==> config.mk <==
export PLATFORM = sky130hd
export DESIGN_NAME = irq_prio_ctrl_flat
export DESIGN_NICKNAME = d
export VERILOG_FILES = /design/src/rtl/irq_prio_ctrl_if.sv /design/src/rtl/irq_prio_ctrl.sv /design/src/flat_wrapper.sv
export SDC_FILE = /design/constraint.sdc
export NUM_CORES = 1
export LEC_CHECK = 0
export CORE_MARGIN = 1.5
export CORE_UTILIZATION = 48
export DETAILED_ROUTE_END_ITERATION = 10
export PLACE_DENSITY = 0.91
export SLEW_MARGIN = 0
export SYNTH_ARGS = -nofsm -noshare
export SYNTH_HDL_FRONTEND = slang
export SYNTH_SLANG_ARGS = --single-unit
==> constraint.sdc <==
create_clock -name CK -period 3.15 [get_ports CK]
set_clock_uncertainty 0.2 [all_clocks]
set_input_delay 0.63 -clock CK [delete_from_list [all_inputs] [get_ports CK]]
set_output_delay 0.63 -clock CK [all_outputs]
set_load 0.01 [all_outputs]
==> src/rtl/irq_prio_ctrl_if.sv <==
// Host-side handshake of the interrupt priority controller.
// The controller drives the request/id/service flags; the host answers with ack/eoi.
interface irq_prio_ctrl_if #(
    parameter int ID_W = 5
);
    logic            irq_req;
    logic [ID_W-1:0] irq_id;
    logic            in_service;
    logic            ack;
    logic            eoi;

    modport master (output irq_req, irq_id, in_service, input ack, eoi);
    modport slave  (input irq_req, irq_id, in_service, output ack, eoi);
endinterface

==> src/rtl/irq_prio_ctrl.sv <==
// Registered interrupt priority controller: edge-captured pending latches, mask/group gating,
// req/ack/eoi handshake. Define PRIO_ROTATE_EN for round-robin priority (default: fixed, ch0 highest).
module irq_prio_ctrl #(
    parameter int NUM_CH  = 27,
    parameter int NUM_GRP = 3,
    parameter int ID_W    = 5
) (
    input  logic               CK,
    input  logic               RST,
    input  logic [NUM_CH-1:0]  irq_in,
    input  logic [NUM_CH-1:0]  mask,
    input  logic [NUM_GRP-1:0] grp_en,
    irq_prio_ctrl_if.master    host,
    output logic [NUM_CH-1:0]  pending
);
    localparam int GRP_SZ = NUM_CH / NUM_GRP;

    typedef enum logic [1:0] {IDLE, REQ, SERVICE} state_t;

    state_t            state;
    logic [NUM_CH-1:0] irq_q;
    logic [NUM_CH-1:0] rise;
    logic [NUM_CH-1:0] grp_full;
    logic [NUM_CH-1:0] eff;
    logic [NUM_CH-1:0] clr;
    logic [ID_W-1:0]   win;

    always_comb begin
        grp_full = '0;
        for (int i = 0; i < NUM_CH; i++) grp_full[i] = grp_en[i / GRP_SZ];
    end

    assign rise = irq_in & ~irq_q;
    assign eff  = pending & mask & grp_full;

    always_comb begin
        clr = '0;
        if (state == REQ && host.ack) clr[host.irq_id] = 1'b1;
    end

`ifdef PRIO_ROTATE_EN
    localparam logic [ID_W:0]   NCH  = (ID_W+1)'(NUM_CH);
    localparam logic [ID_W-1:0] LAST = ID_W'(NUM_CH - 1);
    logic [ID_W-1:0] rot_ptr;
    logic [ID_W:0]   sum;

    // Walk offsets from farthest to nearest so the channel closest to rot_ptr wins.
    always_comb begin
        win = '0;
        sum = '0;
        for (int k = NUM_CH - 1; k >= 0; k--) begin
            sum = {1'b0, rot_ptr} + (ID_W+1)'(k);
            if (sum >= NCH) sum = sum - NCH;
            if (eff[sum[ID_W-1:0]]) win = sum[ID_W-1:0];
        end
    end

    always_ff @(posedge CK or posedge RST) begin
        if (RST)
            rot_ptr <= '0;
        else if (state == REQ && host.ack)
            rot_ptr <= (host.irq_id == LAST) ? '0 : host.irq_id + 1'b1;
    end
`else
    always_comb begin
        win = '0;
        for (int i = NUM_CH - 1; i >= 0; i--)
            if (eff[i]) win = ID_W'(i);
    end
`endif

    // A new edge in the same cycle as the ack-clear keeps the latch set.
    always_ff @(posedge CK or posedge RST) begin
        if (RST) begin
            irq_q   <= '0;
            pending <= '0;
        end else begin
            irq_q   <= irq_in;
            pending <= (pending & ~clr) | rise;
        end
    end

    always_ff @(posedge CK or posedge RST) begin
        if (RST) begin
            state           <= IDLE;
            host.irq_req    <= 1'b0;
            host.irq_id     <= '0;
            host.in_service <= 1'b0;
        end else begin
            case (state)
                IDLE: if (|eff) begin
                    host.irq_id  <= win;
                    host.irq_req <= 1'b1;
                    state        <= REQ;
                end
                REQ: if (host.ack) begin
                    host.irq_req    <= 1'b0;
                    host.in_service <= 1'b1;
                    state           <= SERVICE;
                end else if (!eff[host.irq_id]) begin
                    host.irq_req <= 1'b0;
                    state        <= IDLE;
                end
                SERVICE: if (host.eoi) begin
                    host.in_service <= 1'b0;
                    state           <= IDLE;
                end
                default: state <= IDLE;
            endcase
        end
    end
endmodule

==> src/flat_wrapper.sv <==
// flat-port wrapper written by rule: the top's interface ports become plain ports
module irq_prio_ctrl_flat 
#(
    parameter int NUM_CH  = 27,
    parameter int NUM_GRP = 3,
    parameter int ID_W    = 5
)
  (CK, RST, irq_in, mask, grp_en, pending, host_irq_req, host_irq_id, host_in_service, host_ack, host_eoi);
  irq_prio_ctrl_if #(.ID_W(ID_W)) host_i ();
  input  logic CK;
  input  logic RST;
  input  logic [NUM_CH-1:0] irq_in;
  input  logic [NUM_CH-1:0] mask;
  input  logic [NUM_GRP-1:0] grp_en;
  output logic [NUM_CH-1:0] pending;
  output wire logic [$bits(host_i.irq_req)-1:0] host_irq_req;
  output wire logic [$bits(host_i.irq_id)-1:0] host_irq_id;
  output wire logic [$bits(host_i.in_service)-1:0] host_in_service;
  input wire logic [$bits(host_i.ack)-1:0] host_ack;
  input wire logic [$bits(host_i.eoi)-1:0] host_eoi;
  assign host_irq_req = host_i.irq_req;
  assign host_irq_id = host_i.irq_id;
  assign host_in_service = host_i.in_service;
  assign host_i.ack = host_ack;
  assign host_i.eoi = host_eoi;
  irq_prio_ctrl #(.NUM_CH(NUM_CH), .NUM_GRP(NUM_GRP), .ID_W(ID_W)) u_core (.CK(CK), .RST(RST), .irq_in(irq_in), .mask(mask), .grp_en(grp_en), .host(host_i), .pending(pending));
endmodule
==> run_results.csv <==
group,metric,value,unit
outcome,status,"finished clean",
timing,maxSlewViolCount,0,
setup_path,crit_required,2320,ps
setup_path,rr_endpoint,"u_core.host.irq_req$_DFFE_PP0P_",
clock_network,ctsRootBufferMaster,"clkbuf_8",
clock_network,insertion_delay,340,ps
logic_synthesis,synthDistinctLibCells,51,
clock_network,cts_setup_buffers,0,
logic_synthesis,syn_area,3030,um^2
setup_path,crit_path_end_kind,"primary output",
setup_path,critPathLaunchType,"register",
layout,n_antenna_cell,0,
logic_synthesis,synthCells,310,
setup_path,crit_arrival,1740,ps
route,wl_met1,3600,um
logic_synthesis,ys_seq_elements,63,
clock_network,cts_tree,"built",
logic_synthesis,async_reset_ff_share,100,%
logic_synthesis,ys.flop_type,"dfrtp_1",
grt,grt_max_degree,34,
setup_path,r2r_setup_slack,850,ps
setup_path,cp_top_family,"flip-flops",
hold_path,hp-class,"reg -> reg",
setup_path,r2r_start,"u_core.host.irq_id[0]$_DFFE_PP0P_",
timing,min_period_over_period,81.5,%
route,wl_met2,4200,um
grt,grt_pass1_wl,13800,um
floorplan,coreArea,5990,um^2
timing,rsz0062_at_grt,"no",
flow_run,drv_cap,0,
timing,post-route-min-period,2570,ps
setup_path,critPathMaxStageDelay,740,ps
grt,grt_pass1_vias,2835,
floorplan,die-area,6800,um^2
logic_synthesis,synth-edff-count,0,
power_and_ir_drop,power.total,2.68,mW
grt,grt-ovfl-total,0,
timing,max_freq,390,MHz
clock_network,cts_max_level,3,
route,vias_per_cell,5.92,
floorplan,initial_core_util,50.6,%
clock_network,cts.sinks,63,
layout,n_fill_cell,447,
route,drt_wl_total,8650,um
route,dr.max_layer_used,"met4",
placed_design,port_buffers,94,
power_and_ir_drop,vdd_drop_max,0.457,mV
timing,setup_viol,0,
grt,track_usage,27.8,%
hold_path,hold_path_depth,1,
power_and_ir_drop,power_leakage,1.75,nW
setup_path,slowest_stage,"dfrtp_1",
grt,antenna_found_initial,0,
route,wl_per_cell,17.6,um
route,drt_iter0_drc,381,
placed_design,place.gp.congestion,0.933,
clock_network,cts_hold_buf,0,
timing,worst_slew_pin_slew,660,ps
logic_synthesis,synth_fp_nets,371,
clock_network,clkTransAtPathRegs,70,ps
hold_path,hp-start,"u_core.irq_q[15]$_DFF_PP0_",
placed_design,dp_hpwl,6300,um
clock_network,cts_resized,0,
timing,relSlewSlack,55.9,%
setup_path,crit_fanout,18,
logic_synthesis,synth-seq-area-share,52.0,%
setup_path,startpoint,"u_core.host.irq_id[0]$_DFFE_PP0P_",
route,antenna_left,0,
floorplan,io_pins,95,
timing,setup_tns,0,ps
power_and_ir_drop,p_per_area,630,nW/um^2
route,route.detailed.drc,0,
layout,drive_gt1_share,7.45,%
route,drt_pass1_iterations,7,
setup_path,crit_type,"reg -> out",
logic_synthesis,synth.avg_cell_area,9.78,um^2
clock_network,clockBufferDepth,2,
route,vias,2907,
floorplan,dieWidth,82.5,um
setup_path,worst-path-buf-inv,1,
route,wl_met3,646,um
clock_network,cts_buffers,9,
logic_synthesis,yosys_warnings,0,
floorplan,fp.dieH,82.5,um
layout,fin_nets,472,
hold_path,min_to,"u_core.pending[15]$_DFF_PP0_",
setup_path,path_cells,"clkdlybuf4s50_1",
floorplan,num_rows,28,
setup_path,ff2ff_path_depth,6,
timing,finalHoldViolCount,0,
layout,area_growth,40.5,%
-- where the power goes --
| group | switching, mW | internal, mW |
|---|---|---|
| clock | 0.307 | 0.371 |
| sequential | 0.189 | 0.921 |
| combinational | 0.452 | 0.444 |
| total | 0.949 | 1.74 |
-- cells in the final DEF, fill, tap and decap left out, types with 5 or more instances in the layout --
cell type	count
a21oi_1	14
a22o_1	5
and2_1	11
clkbuf_8	13
clkdlybuf4s50_1	94
dfrtp_1	63
inv_1	29
nand2_1	28
nand3_1	9
nand4_1	6
nor2_1	6
o211ai_1	6
o21ai_0	64
-- state kept, by name (all words and copies together) (netlist names) --
name / cells
u_core.host.irq_req: 1
u_core.state: 2
u_core.pending: 27
u_core.irq_q: 27
u_core.host.in_service: 1
u_core.host.irq_id: 5
-- worst max path at each step --
stage,end,depth (start not counted)
after floorplan,u_core.host.in_service$_DFFE_PP0P_,1
after global placement,u_core.host.irq_id[0]$_DFFE_PP0P_,7
after detailed placement,u_core.host.irq_id[0]$_DFFE_PP0P_,7
after CTS,host_irq_id[0],1
after global routing,host_irq_id[0],1
final,host_irq_id[0],1
-- metal layers --
layer,GRT usage [%],up-vias
li1,-,1327
met1,37.0,1401
met2,44.2,155
met3,6.70,24
met4,10.0,0
met5,0,-
-- Yosys cell counts (2+ instances only) --
cell      number  area (um^2)
inv_1         30          113
buf_2          5         25.0
a22o_1         5         43.8
mux4_2         2         45.0
a211o_1        2         17.5
and2_4         2         17.5
a21boi_0       3         22.5
nand2_1       28          105
nand3b_1       3         22.5
or3_1          2         12.5
nand3_1        9         45.0
o21ai_1        3         15.0
nand2b_1       3         18.8
a21o_1         2         15.0
nor2_1         6         22.5
o21ai_0       64          320
o31ai_1        3         22.5
o21bai_1       3         22.5
and2_1        11         68.8
and3_1         3         18.8
dfrtp_1       63         1580
a32o_1         2         20.0
a21oi_1       14         70.1
nand4_1        6         37.5
o211ai_1       6         45.0
a31oi_1        3         18.8
nand3_2        2         20.0
a41o_1         2         20.0
-- cell type report --
class / instances / area, um^2 / area share, %
Clock buffer: 14 / 183 / 4.29
Multi-Input combinational cell: 210 / 1310 / 30.7
Inverter: 31 / 116 / 2.73
Clock inverter: 2 / 12.5 / 0.294
Tap cell: 75 / 93.8 / 2.20
Sequential cell: 63 / 1580 / 37.0
Timing Repair Buffer: 96 / 968 / 22.7
-- kinds of logic (layout without fill, tap and decap cells) --
kind of cell,Yosys count,after routing,share of synthesized area (%)
compound gates,124,124,26.3
simple gates,84,84,15.4
flops,63,63,52.0
buf+inv,37,143,4.79
mux,2,2,1.49
-- through the flow --
step           hold slack, ps  setup WS, ps  cells  cell area [um^2]  util, %
2_1_floorplan             200           750    310              3030        -
4_1_cts                   217           590    491              4260     71.1
3_5_place_dp              208           390    475              4060     67.8
6_report                  211           583    491              4260     71.1
3_3_place_gp              202           438    475              4060     67.8
5_1_grt                   236           514    491              4260     71.1
Note: power is estimated with default switching activity, not from simulation.
